$ cat src/rtl/vga_pkg.sv
// Shared VGA framebuffer types and constants used by the pixel path between the drawers and the framebuffer RAM.
package vga_pkg;

   localparam int SCREEN_W  = 160;
   localparam int SCREEN_H  = 120;
   localparam int FB_ADDR_W = 15;

   typedef struct packed {
      logic [14:0] addr;
      logic [2:0]  colour;
   } fb_pix_t;

   typedef enum logic [1:0] {
      PWQ_IDLE,
      PWQ_DRAIN,
      PWQ_DONE
   } pwq_state_t;

   // y*160 + x as two shifts and two adds.
   function automatic logic [FB_ADDR_W-1:0] pix_addr(input logic [7:0] x, input logic [6:0] y);
      logic [FB_ADDR_W-1:0] yw;
      logic [FB_ADDR_W-1:0] xw;
      yw = {{(FB_ADDR_W-7){1'b0}}, y};
      xw = {{(FB_ADDR_W-8){1'b0}}, x};
      return (yw << 7) + (yw << 5) + xw;
   endfunction

endpackage

$ cat src/rtl/pixel_fifo.sv
// Synchronous FIFO of framebuffer pixels; pointers carry one extra wrap bit so full and empty are distinct.
module pixel_fifo
   import vga_pkg::*;
#(
   parameter int DEPTH = 16
) (
   input  logic                     clk,
   input  logic                     rst_n,
   input  logic                     push_i,
   input  fb_pix_t                  data_i,
   input  logic                     pop_i,
   output fb_pix_t                  data_o,
   output logic                     full_o,
   output logic                     empty_o,
   output logic [$clog2(DEPTH):0]   count_o
);

   localparam int AW = $clog2(DEPTH);

   logic [AW:0] wr_ptr_q;
   logic [AW:0] rd_ptr_q;
   fb_pix_t     mem_q [DEPTH];

   always_ff @(posedge clk) begin
      if (!rst_n) begin
         wr_ptr_q <= '0;
         rd_ptr_q <= '0;
      end else begin
         if (push_i) wr_ptr_q <= wr_ptr_q + 1'b1;
         if (pop_i)  rd_ptr_q <= rd_ptr_q + 1'b1;
      end
   end

   // Storage needs no reset: nothing is read from it while the FIFO is empty.
   always_ff @(posedge clk) begin
      if (push_i) mem_q[wr_ptr_q[AW-1:0]] <= data_i;
   end

   assign count_o = wr_ptr_q - rd_ptr_q;
   assign empty_o = (wr_ptr_q == rd_ptr_q);
   assign full_o  = (count_o == (AW+1)'(DEPTH));
   assign data_o  = mem_q[rd_ptr_q[AW-1:0]];

endmodule

$ cat src/rtl/pixel_write_queue.sv
// Clips the drawers' pixel stream, queues on-screen pixels and writes them through the shared framebuffer port.
module pixel_write_queue #(
   parameter int DEPTH    = 16,
   parameter int SCREEN_W = vga_pkg::SCREEN_W,
   parameter int SCREEN_H = vga_pkg::SCREEN_H,
   parameter int ADDR_W   = vga_pkg::FB_ADDR_W
) (
   input  logic                 clk,
   input  logic                 rst_n,
   input  logic [7:0]           in_x,
   input  logic [6:0]           in_y,
   input  logic [2:0]           in_colour,
   input  logic                 in_plot,
   output logic                 in_ready,
   input  logic                 in_done,
   input  logic                 clr,
   output logic                 fb_req,
   input  logic                 fb_grant,
   output logic                 fb_we,
   output logic [ADDR_W-1:0]    fb_addr,
   output logic [2:0]           fb_data,
   output logic                 out_done,
   output logic                 overflow,
   output logic [7:0]           drop_count,
   output logic [7:0]           clip_count,
   output vga_pkg::pwq_state_t  dbg_state
);

   localparam int CW = $clog2(DEPTH) + 1;

   logic               on_screen;
   logic               clip;
   logic               want;
   logic               push;
   logic               pop;
   logic               drop;
   logic               drain_now;
   logic               full;
   logic               empty;
   logic [CW-1:0]      count;
   vga_pkg::fb_pix_t   wr_pix;
   vga_pkg::fb_pix_t   head;

   logic               overflow_q, overflow_d;
   logic [7:0]         drop_q, drop_d;
   logic [7:0]         clip_q, clip_d;
   vga_pkg::pwq_state_t state_q, state_d;

   assign on_screen = (in_x < 8'(SCREEN_W)) && (in_y < 7'(SCREEN_H));
   assign clip      = in_plot & ~on_screen;
   assign want      = in_plot & on_screen;
   assign pop       = ~empty & fb_grant;
   // A full queue still accepts when its head leaves on the same edge.
   assign push      = want & (~full | pop);
   assign drop      = want & full & ~pop;

   assign wr_pix.addr   = vga_pkg::pix_addr(in_x, in_y);
   assign wr_pix.colour = in_colour;

   pixel_fifo #(.DEPTH(DEPTH)) u_fifo (
      .clk     (clk),
      .rst_n   (rst_n),
      .push_i  (push),
      .data_i  (wr_pix),
      .pop_i   (pop),
      .data_o  (head),
      .full_o  (full),
      .empty_o (empty),
      .count_o (count)
   );

   assign in_ready = ~full;
   assign fb_req   = ~empty;
   assign fb_we    = fb_req & fb_grant;
   assign fb_addr  = empty ? '0 : ADDR_W'(head.addr);
   assign fb_data  = empty ? '0 : head.colour;

   // clr dominates any drop or clip on the same cycle.
   always_comb begin
      overflow_d = overflow_q;
      drop_d     = drop_q;
      clip_d     = clip_q;
      if (clr) begin
         overflow_d = 1'b0;
         drop_d     = '0;
         clip_d     = '0;
      end else begin
         if (drop) overflow_d = 1'b1;
         if (drop && drop_q != 8'hFF) drop_d = drop_q + 8'd1;
         if (clip && clip_q != 8'hFF) clip_d = clip_q + 8'd1;
      end
   end

   // Queue is empty after this edge and nothing new arrives.
   assign drain_now = ~push & (empty | ((count == CW'(1)) & pop));

   always_comb begin
      state_d = state_q;
      case (state_q)
         vga_pkg::PWQ_IDLE:  if (in_done) state_d = vga_pkg::PWQ_DRAIN;
         vga_pkg::PWQ_DRAIN: if (drain_now) state_d = vga_pkg::PWQ_DONE;
         vga_pkg::PWQ_DONE: begin
            if (push)          state_d = vga_pkg::PWQ_DRAIN;
            else if (!in_done) state_d = vga_pkg::PWQ_IDLE;
         end
         default: state_d = vga_pkg::PWQ_IDLE;
      endcase
   end

   always_ff @(posedge clk) begin
      if (!rst_n) begin
         overflow_q <= 1'b0;
         drop_q     <= '0;
         clip_q     <= '0;
         state_q    <= vga_pkg::PWQ_IDLE;
      end else begin
         overflow_q <= overflow_d;
         drop_q     <= drop_d;
         clip_q     <= clip_d;
         state_q    <= state_d;
      end
   end

   assign overflow   = overflow_q;
   assign drop_count = drop_q;
   assign clip_count = clip_q;
   assign out_done   = (state_q == vga_pkg::PWQ_DONE);
   assign dbg_state  = state_q;

endmodule

$ cat config.mk
export PLATFORM = sky130hd
export DESIGN_NAME = pixel_write_queue
export DESIGN_NICKNAME = d
export VERILOG_FILES = /design/src/rtl/vga_pkg.sv /design/src/rtl/pixel_fifo.sv /design/src/rtl/pixel_write_queue.sv
export SDC_FILE = /design/constraint.sdc
export NUM_CORES = 1
export LEC_CHECK = 0
export BUFFER_PORTS_ARGS = -buffer_cell sky130_fd_sc_hd__buf_2
export CAP_MARGIN = 30
export CORE_MARGIN = 5
export CORE_UTILIZATION = 60
export DETAILED_ROUTE_END_ITERATION = 10
export PLACE_DENSITY = 0.76
export SLEW_MARGIN = 20
export SYNTH_ARGS = -nofsm -noshare
export SYNTH_HDL_FRONTEND = slang
export SYNTH_SLANG_ARGS = --single-unit
$ cat constraint.sdc
create_clock -name clk -period 6.8 [get_ports clk]
set_input_delay 1.02 -clock clk [delete_from_list [all_inputs] [get_ports clk]]
set_output_delay 1.02 -clock clk [all_outputs]
set_load 0.01 [all_outputs]
==> results.json, run 1 <==
{
  "cellPowerDensity_nw_per_um2": 325.8,
  "grt_max_degree": 41,
  "wire_per_inst_um": 26.57,
  "multiInputGateArea_um2": 3656,
  "vias": 6892,
  "n_antenna_cell": 0,
  "synthCells": 673,
  "dpl.hpwl_mm": 15.72,
  "syn_nets": 724,
  "startpoint_type": "flop",
  "dieArea_um2": 24850,
  "tns_ns": 0,
  "vias_per_cell": 6.447,
  "overflow": 0,
  "cts.clk_slew.worst_paths_ns": 0.06,
  "cts_tree": "yes",
  "fin_area_um2": 14940,
  "setup_ws_ns": 2.288,
  "start_util_pct": 60.49,
  "die_w_um": 157.6,
  "grt_pass1_vias": 7234,
  "cts_hold_buffers": 0,
  "setup_viol": 0,
  "rows": 54,
  "ioPinCount": 65,
  "placed_cell_area_um2": 13820,
  "drt_iter0_drc": 752,
  "cts_resized": 0,
  "clkLatencyLatePin_ns": 0.54,
  "gp_congestion": 0.8724,
  "drc": 0,
  "synth_area_per_cell_um2": 19.43,
  "relSlewSlack_pct": 41.71,
  "ys.flop_type": "edfxtp_1",
  "clock-skew-final_ns": 0.01680,
  "status": "finished, final reports clean",
  "htree_levels": 1,
  "fmax_mhz": 221.6,
  "finalCriticalPeriod_ns": 4.512,
  "seq_area_um2": 9314,
  "slew_violations": 0,
  "nets": 816,
  "place_ws_ns": 2.699,
  "ir_worst_vdd_mv": 0.1973,
  "grt_pass1_wl_mm": 43.05,
  "portBuffers": 64,
  "worst-path-max-fanout": 40,
  "required_ns": 5.78,
  "rsz0062_at_grt": "false",
  "rr_worst_depth": 10,
  "cts.sinks": 321,
  "clockRootBuffer": "clkbuf_16",
  "antenna_found_initial": 0,
  "cts_buffer_depth": 3,
  "p_leak_nw": 5.027,
  "netlist_area_um2": 13080,
  "synth-edff-count": 288,
  "drv_cap": 0,
  "grt.total_usage_pct": 23.57,
  "area_delta_synth_final_pct": 14.25,
  "postCtsSetupBuffers": 0,
  "yosysSeqAreaShare_pct": 71.18,
  "fp.dieH_um": 157.6,
  "tightest_slew_ns": 0.8701,
  "ant_nets": 0,
  "synth_cell_types": 46,
  "first_pass_iters": 4,
  "synth-seq-cells": 321,
  "path_class": "reg -> out",
  "core_area_um2": 21620,
  "drive_gt1_share_pct": 30.93,
  "fin_crit_sh_pct": 66.35,
  "fin_total_pwr_mw": 4.869,
  "cts_buffers": 31,
  "routed_wl_mm": 28.40,
  "synthArstFlopShare_pct": 0,
  "cp.arrival_ns": 3.49,
  "ys_warn_count": 0,
  "hold_depth": 2,
  "hold_path_class": "reg -> reg",
  "endpoint_kind": "output port",
  "n_fill_cell": 1339,
  "hold_violations": 0
}
==> logic make-up after synthesis <==
family                     Yosys count  share of synthesized area (%)
DFF                                321                          71.18
and+or+nand+nor                    126                          5.195
muxes                               97                          16.22
AOI/OAI and AO/OA                   42                          2.066
buffers and inverters               40                          1.244
adders and majority gates           27                          2.755
xor gates and xnor gates            20                          1.339
==> sequential cells by signal (all words and copies together), names as in the netlist, named ones only <==
signal           cells
u_fifo.mem_q       288
clip_count           8
drop_count           8
u_fifo.rd_ptr_q      5
u_fifo.wr_ptr_q      5
dbg_state            2
overflow             1
==> critical path, cell delays in order, from the launching register on <==
cell and delay (ns):
dfxtp_4 0.88, buf_4 0.64, mux4_2 0.63, mux4_2 0.46, and2_1 0.16, buf_2 0.13
==> Yosys cell counts (all sizes together) (12+ instances only) <==
library cell,count,area share [%]
edfxtp,288,66
mux4,90,15
dfxtp,33,5.1
ha,24,2.3
nor2,23,0.66
nand2,20,0.57
and2,19,0.91
clkbuf,19,0.55
and3,17,0.81
a21oi,14,0.54
xnor2,12,0.80
==> per-layer routing <==
layer	up-vias	share of wire (%)	GRT usage, %
li1	2917	-	-
met1	3565	39	32.51
met2	352	51	39.62
met5	-	0	0
met3	58	7.9	4.073
met4	0	2.7	6.596
==> per-stage QoR <==
step | hold WS [ns] | util [%] | instances
2_1_floorplan | 0.5023 | - | 673
3_3_place_gp | 0.4525 | 63.84 | 1009
3_5_place_dp | 0.5037 | 63.94 | 1010
4_1_cts | 0.5178 | 68.85 | 1067
5_1_grt | 0.5359 | 69.11 | 1069
6_report | 0.5230 | 69.11 | 1069
==> area by class of cell <==
cell class	instances	area share, %
Sequential cell	321	62.33
Timing Repair Buffer	88	3.483
Clock buffer	42	5.953
Tap cell	280	2.344
Inverter	11	0.2763
Multi-Input combinational cell	312	24.47
Clock inverter	15	1.147
==> report_power, final <==
group          switching (mW)  internal [mW]
clock                   0.705           1.03
sequential             0.0704           2.24
combinational           0.407          0.411
==> worst paths after layout <==
| check | startpoint | end | slack (ns) |
|---|---|---|---|
| max reg2reg | u_fifo.wr_ptr_q[0]$_SDFFE_PN0P_ | u_fifo.mem_q[11][9]$_DFFE_PP_ | 3.35 |
| max | flop | fb_addr[4] | 2.29 |
| min | overflow$_SDFFE_PP0P_ | overflow$_SDFFE_PP0P_ | 0.52 |
| min reg2reg | overflow$_SDFFE_PP0P_ | overflow$_SDFFE_PP0P_ | 0.52 |
==> cell usage in the layout (no fill, tap or decap), drive strengths merged, types with 2 or more instances in the layout <==
cell and count:
buf 87, o21a 3, a21oi 14, ha 24
clkbuf 43, inv 12, nand2b 5, mux4 90
xor2 8, nand4 8, and4 2, a21o 2
xnor2 12, fa 3, nand3b 3, nor2 23
o21ai 8, nand2 20, nor3 4, and2 19
nor2b 5, and3 17, clkinv 10, edfxtp 288
o31ai 2, dfxtp 33, a31oi 3, nand3 11
or3 6, bufinv 3, mux2i 7
Note: power is estimated with default switching activity, not from simulation.
==> inputs of run 2 (changes only) <==
clock period = 4.4 ns   (was 6.8 ns; I/O delays follow)
==> results.json, run 2 (synthesized netlist as in run 1, its figures left out) <==
{
  "grt_pass1_wl_mm": 42.95,
  "n_antenna_cell": 0,
  "comb_power_share_pct": 17.5,
  "grt_max_degree": 49,
  "ant_nets": 0,
  "endpoint_kind": "output port",
  "nets": 819,
  "cp_common_cell": "mux4_2",
  "clock-skew-final_ns": 0.009364,
  "status": "finished, final reports clean",
  "cp.arrival_ns": 3.11,
  "rr_worst_depth": 10,
  "cts.clk_slew.worst_paths_ns": 0.06,
  "pwr-share-seq_pct": 47.6,
  "finalCriticalPeriod_ns": 3.767,
  "tns_ns": 0,
  "hold_violations": 0,
  "vias": 6798,
  "switching_share_pct": 24.35,
  "drt_iter0_drc": 653,
  "crit_buf_inv": 2,
  "vias_per_cell": 6.341,
  "cts_buffer_depth": 3,
  "largest_register_ffs": 288,
  "cts_resized": 0,
  "worst-path-max-fanout": 32,
  "area_delta_synth_final_pct": 13.99,
  "ioPinCount": 65,
  "start_util_pct": 60.49,
  "overflow": 0,
  "wire_per_inst_um": 25.94,
  "ir_worst_vdd_mv": 0.3970,
  "clockRootBuffer": "clkbuf_16",
  "cellPowerDensity_nw_per_um2": 502.4,
  "drc": 0,
  "timing.rr.start": "u_fifo.wr_ptr_q[0]$_SDFFE_PN0P_",
  "layout_common_cells": "edfxtp_1 (288), mux4_2 (90), buf_2 (66)",
  "first_pass_iters": 4,
  "path_cells": "buf_4 -> mux4_2 -> mux4_2 -> and2_1 -> buf_2",
  "cts.sinks": 321,
  "cp_top_family": "multiplexers",
  "cts_hold_buffers": 0,
  "grt.total_usage_pct": 23.30,
  "crit_slowest_cell": "dfxtp_4",
  "tightest_slew_ns": 0.7357,
  "startpoint_type": "flop",
  "n_fill_cell": 1356,
  "slowest_delay_ns": 0.78,
  "path_class": "reg -> out",
  "drv_cap": 0,
  "rsz0062_at_grt": "false",
  "die_w_um": 157.6,
  "final_common_cell": "edfxtp_1",
  "cts_buffers": 31,
  "fin_cells": 1072,
  "cts_tree": "yes",
  "dpl.hpwl_mm": 16.08,
  "crit_cells": 5,
  "antenna_found_initial": 0,
  "cellInternalPower_mw": 5.666,
  "hold_depth": 3,
  "drive_gt1_share_pct": 29.92,
  "clkLatencyLatePin_ns": 0.54,
  "postCtsSetupBuffers": 0,
  "p_sw_mw": 1.824,
  "core_area_um2": 21620,
  "portBuffers": 64,
  "fmax_mhz": 265.5,
  "htree_levels": 1,
  "fin_crit_sh_pct": 85.61,
  "fp.dieH_um": 157.6,
  "rows": 54,
  "relSlewSlack_pct": 50.95,
  "dieArea_um2": 24850,
  "dp_cells": 1015,
  "hold_path_class": "in -> reg",
  "setup_viol": 0,
  "p_leak_nw": 4.988,
  "clkPwrFrac_pct": 35.0,
  "gp_congestion": 0.9174,
  "required_ns": 3.74,
  "slew_violations": 0,
  "grt_pass1_vias": 7158,
  "hp-start": "in_done",
  "routed_wl_mm": 27.81
}
-- run 2: cell types whose count changed in the layout (fill, tap and decap cells not counted), sizes merged --
cell	delta
buf	+4
clkinv	-4
clkinvlp	+2
inv	+1
-- run 2: path summary, 6_finish.rpt --
kind,endpoint,slack (ns)
worst min register to register,overflow$_SDFFE_PP0P_,0.48
worst max register to register,u_fifo.mem_q[14][2]$_DFFE_PP_,0.91
worst min-delay path,dbg_state[1]$_SDFFE_PN0P_,0.42
worst max-delay path,fb_addr[12],0.63
-- run 2: area by class of cell --
| class | count | area [µm²] | area share (%) |
|---|---|---|---|
| clock buffers | 43 | 872.1 | 5.850 |
| clock inverters | 14 | 153.9 | 1.032 |
| inverters | 11 | 41.29 | 0.2770 |
| multi-input cells | 312 | 3633 | 24.37 |
| flip-flops and latches | 321 | 9314 | 62.48 |
| well taps | 280 | 350.3 | 2.350 |
| repair buffers | 91 | 543.0 | 3.642 |
-- run 2: power groups by stage --
| stage | sequential, mW | combinational, mW | clock [mW] |
|---|---|---|---|
| finish | 3.56 | 1.31 | 2.62 |
| floorplan | 3.55 | 0.962 | 0 |
| global route | 3.58 | 1.41 | 2.82 |
| global placement | 3.63 | 1.25 | 0 |
| CTS | 3.57 | 1.32 | 2.66 |
| detailed placement | 3.63 | 1.30 | 0 |
-- run 2: routing by layer --
metal / up-vias / part of all wire (%) / GRT usage (%)
li1: 2932 / - / -
met1: 3513 / 39 / 31.90
met2: 326 / 52 / 40.68
met3: 27 / 7.5 / 3.499
met4: 0 / 1.3 / 4.752
met5: - / 0 / 0
-- run 2: stage by stage --
stage	utilization (%)	hold slack, ns	cell area [µm²]	total power [mW]	setup WS, ns
finish	68.95	0.4217	14910	7.490	0.6331
global route	68.95	0.4204	14910	7.802	0.4384
CTS	68.88	0.4030	14890	7.547	0.5503
detailed placement	64.14	0.4706	13870	4.936	0.5995
global placement	64.02	0.4532	13840	4.882	0.7001
floorplan	-	0.5023	13080	4.509	0.6058
-- run 2: worst min-delay path, stage by stage --
cell,delay (ns)
buf_2,0.11
nand3_1,0.08
o21ai_1,0.07
==> inputs of run 3 (changes only) <==
RECOVER_POWER = 100   (was default)
SLEW_MARGIN = 10   (was 20)
==> results.json, run 3 (synthesized netlist as in run 1, its figures left out) <==
{
  "cts.sinks": 321,
  "rr_worst_depth": 10,
  "hold_path_class": "in -> reg",
  "relSlewSlack_pct": 1.366,
  "drc": 0,
  "hold_depth": 3,
  "r2r_slack_ns": 0.53,
  "gp_congestion": 0.9174,
  "hold_violations": 0,
  "ir_worst_vdd_mv": 0.3767,
  "tns_ns": 0,
  "startpoint_type": "flop",
  "ioPinCount": 65,
  "vias": 6844,
  "cellInternalPower_mw": 5.576,
  "largest_register_ffs": 288,
  "dieArea_um2": 24850,
  "tightest_slew_ns": 1.480,
  "pwr-share-seq_pct": 48.3,
  "ant_nets": 0,
  "cts.clk_slew.worst_paths_ns": 0.07,
  "cellPowerDensity_nw_per_um2": 501.9,
  "dp_cells": 1015,
  "p_leak_nw": 4.774,
  "core_area_um2": 21620,
  "path_class": "reg -> out",
  "cts_buffer_depth": 3,
  "rsz0062_at_grt": "false",
  "drive_gt1_share_pct": 23.23,
  "fin_crit_sh_pct": 89.03,
  "first_pass_iters": 5,
  "htree_levels": 1,
  "cts_tree": "yes",
  "layout_common_cells": "edfxtp_1 (288), mux4_2 (90), clkbuf_1 (50)",
  "wire_per_inst_um": 26.25,
  "antenna_found_initial": 0,
  "worst-path-max-fanout": 21,
  "slowest_delay_ns": 1.03,
  "hold_end": "dbg_state[1]$_SDFFE_PN0P_",
  "cp.arrival_ns": 3.26,
  "nets": 820,
  "overflow": 0,
  "cts_resized": 0,
  "required_ns": 3.74,
  "drt_iter0_drc": 781,
  "fin_total_pwr_mw": 7.389,
  "rows": 54,
  "routed_wl_mm": 28.14,
  "fp.dieH_um": 157.6,
  "reg2reg_to": "u_fifo.mem_q[10][7]$_DFFE_PP_",
  "status": "finished, final reports clean",
  "cts_buffers": 31,
  "crit_slowest_cell": "clkbuf_1",
  "fmax_mhz": 255.3,
  "finalCriticalPeriod_ns": 3.917,
  "path_cells": "inv_1 -> ha_1 -> and4_1 -> nand2_1 -> clkbuf_1 -> and2_0 -> buf_2",
  "clock-skew-final_ns": 0.01021,
  "postCtsSetupBuffers": 0,
  "timing.rr.start": "u_fifo.wr_ptr_q[0]$_SDFFE_PN0P_",
  "cts_hold_buffers": 0,
  "clkLatencyLatePin_ns": 0.55,
  "hp-start": "in_done",
  "clockRootBuffer": "clkbuf_16",
  "slew_violations": 0,
  "switching_share_pct": 24.54,
  "fin_cells": 1072,
  "final_common_cell": "edfxtp_1",
  "clkPwrFrac_pct": 34.9,
  "drv_cap": 0,
  "dpl.hpwl_mm": 16.20,
  "die_w_um": 157.6,
  "start_util_pct": 60.49,
  "grt_pass1_wl_mm": 43.28,
  "vias_per_cell": 6.384,
  "grt.total_usage_pct": 23.49,
  "setup_viol": 0,
  "grt_max_degree": 49,
  "p_sw_mw": 1.813,
  "n_antenna_cell": 0,
  "area_delta_synth_final_pct": 12.55,
  "comb_power_share_pct": 16.8,
  "endpoint_kind": "output port",
  "portBuffers": 64,
  "grt_pass1_vias": 7142
}
## run 3: changes by cell type in the layout (fill, tap and decap cells not counted), moves of 3 or more
cell | before | now
buf_2 | 66 | 25
clkbuf_2 | 0 | 15
clkinv_2 | 3 | 9
and2_0 | 0 | 12
buf_4 | 23 | 3
clkbuf_8 | 3 | 0
and2_1 | 19 | 7
clkinv_1 | 3 | 7
clkbuf_1 | 8 | 50
## run 3: worst max-delay path by stage
stage	cells after the start	end	start
2_1_floorplan	10	u_fifo.mem_q[3][0]$_DFFE_PP_	u_fifo.wr_ptr_q[0]$_SDFFE_PN0P_
3_3_place_gp	9	u_fifo.mem_q[10][16]$_DFFE_PP_	in_x[7]
3_5_place_dp	9	u_fifo.mem_q[8][16]$_DFFE_PP_	in_x[7]
4_1_cts	5	fb_addr[13]	flop
5_1_grt	11	u_fifo.mem_q[3][1]$_DFFE_PP_	u_fifo.wr_ptr_q[0]$_SDFFE_PN0P_
6_report	7	fb_addr[14]	u_fifo.wr_ptr_q[0]$_SDFFE_PN0P_
## run 3: layout make-up
cell class                      count  area [µm²]
Clock buffer                       34       787.0
Clock inverter                     22       207.7
Fill cell                        1381        6900
Inverter                           11       41.29
Multi-Input combinational cell    312        3581
Sequential cell                   321        9314
Tap cell                          280       350.3
Timing Repair Buffer               92       439.2
## run 3: critical path: cells and delay by family, from the launching register on
kind	cells	cell delay (ns)
buffers and inverters	3	1.31
AND/OR/NAND/NOR	3	0.63
flip-flops	1	0.43
adder cells (fa/ha/maj)	1	0.34
## run 3: power groups by stage
stage / logic [mW] / registers, mW / clock network [mW]
after CTS: 1.32 / 3.57 / 2.61
after global routing: 1.34 / 3.58 / 2.77
after global placement: 1.25 / 3.63 / 0
after floorplan: 0.962 / 3.55 / 0
final: 1.24 / 3.57 / 2.58
after detailed placement: 1.31 / 3.63 / 0
## run 3: per-stage QoR
step	instance area (µm²)	util [%]	worst slack [ns]	hold WS, ns
floorplan	13080	-	0.6058	0.5023
global placement	13840	64.02	0.7001	0.4532
detailed placement	13870	64.16	0.5660	0.4671
CTS	14870	68.76	0.5512	0.3554
global route	14720	68.08	0.2347	0.4034
finish	14720	68.08	0.4827	0.3798
## run 3: routing by layer
layer	global-route usage, %	up-vias	share of wire, %
met5	0	-	0
met4	5.449	0	1.9
met3	3.745	40	8.5
met2	40.15	362	51
met1	32.51	3515	38
li1	-	2927	-
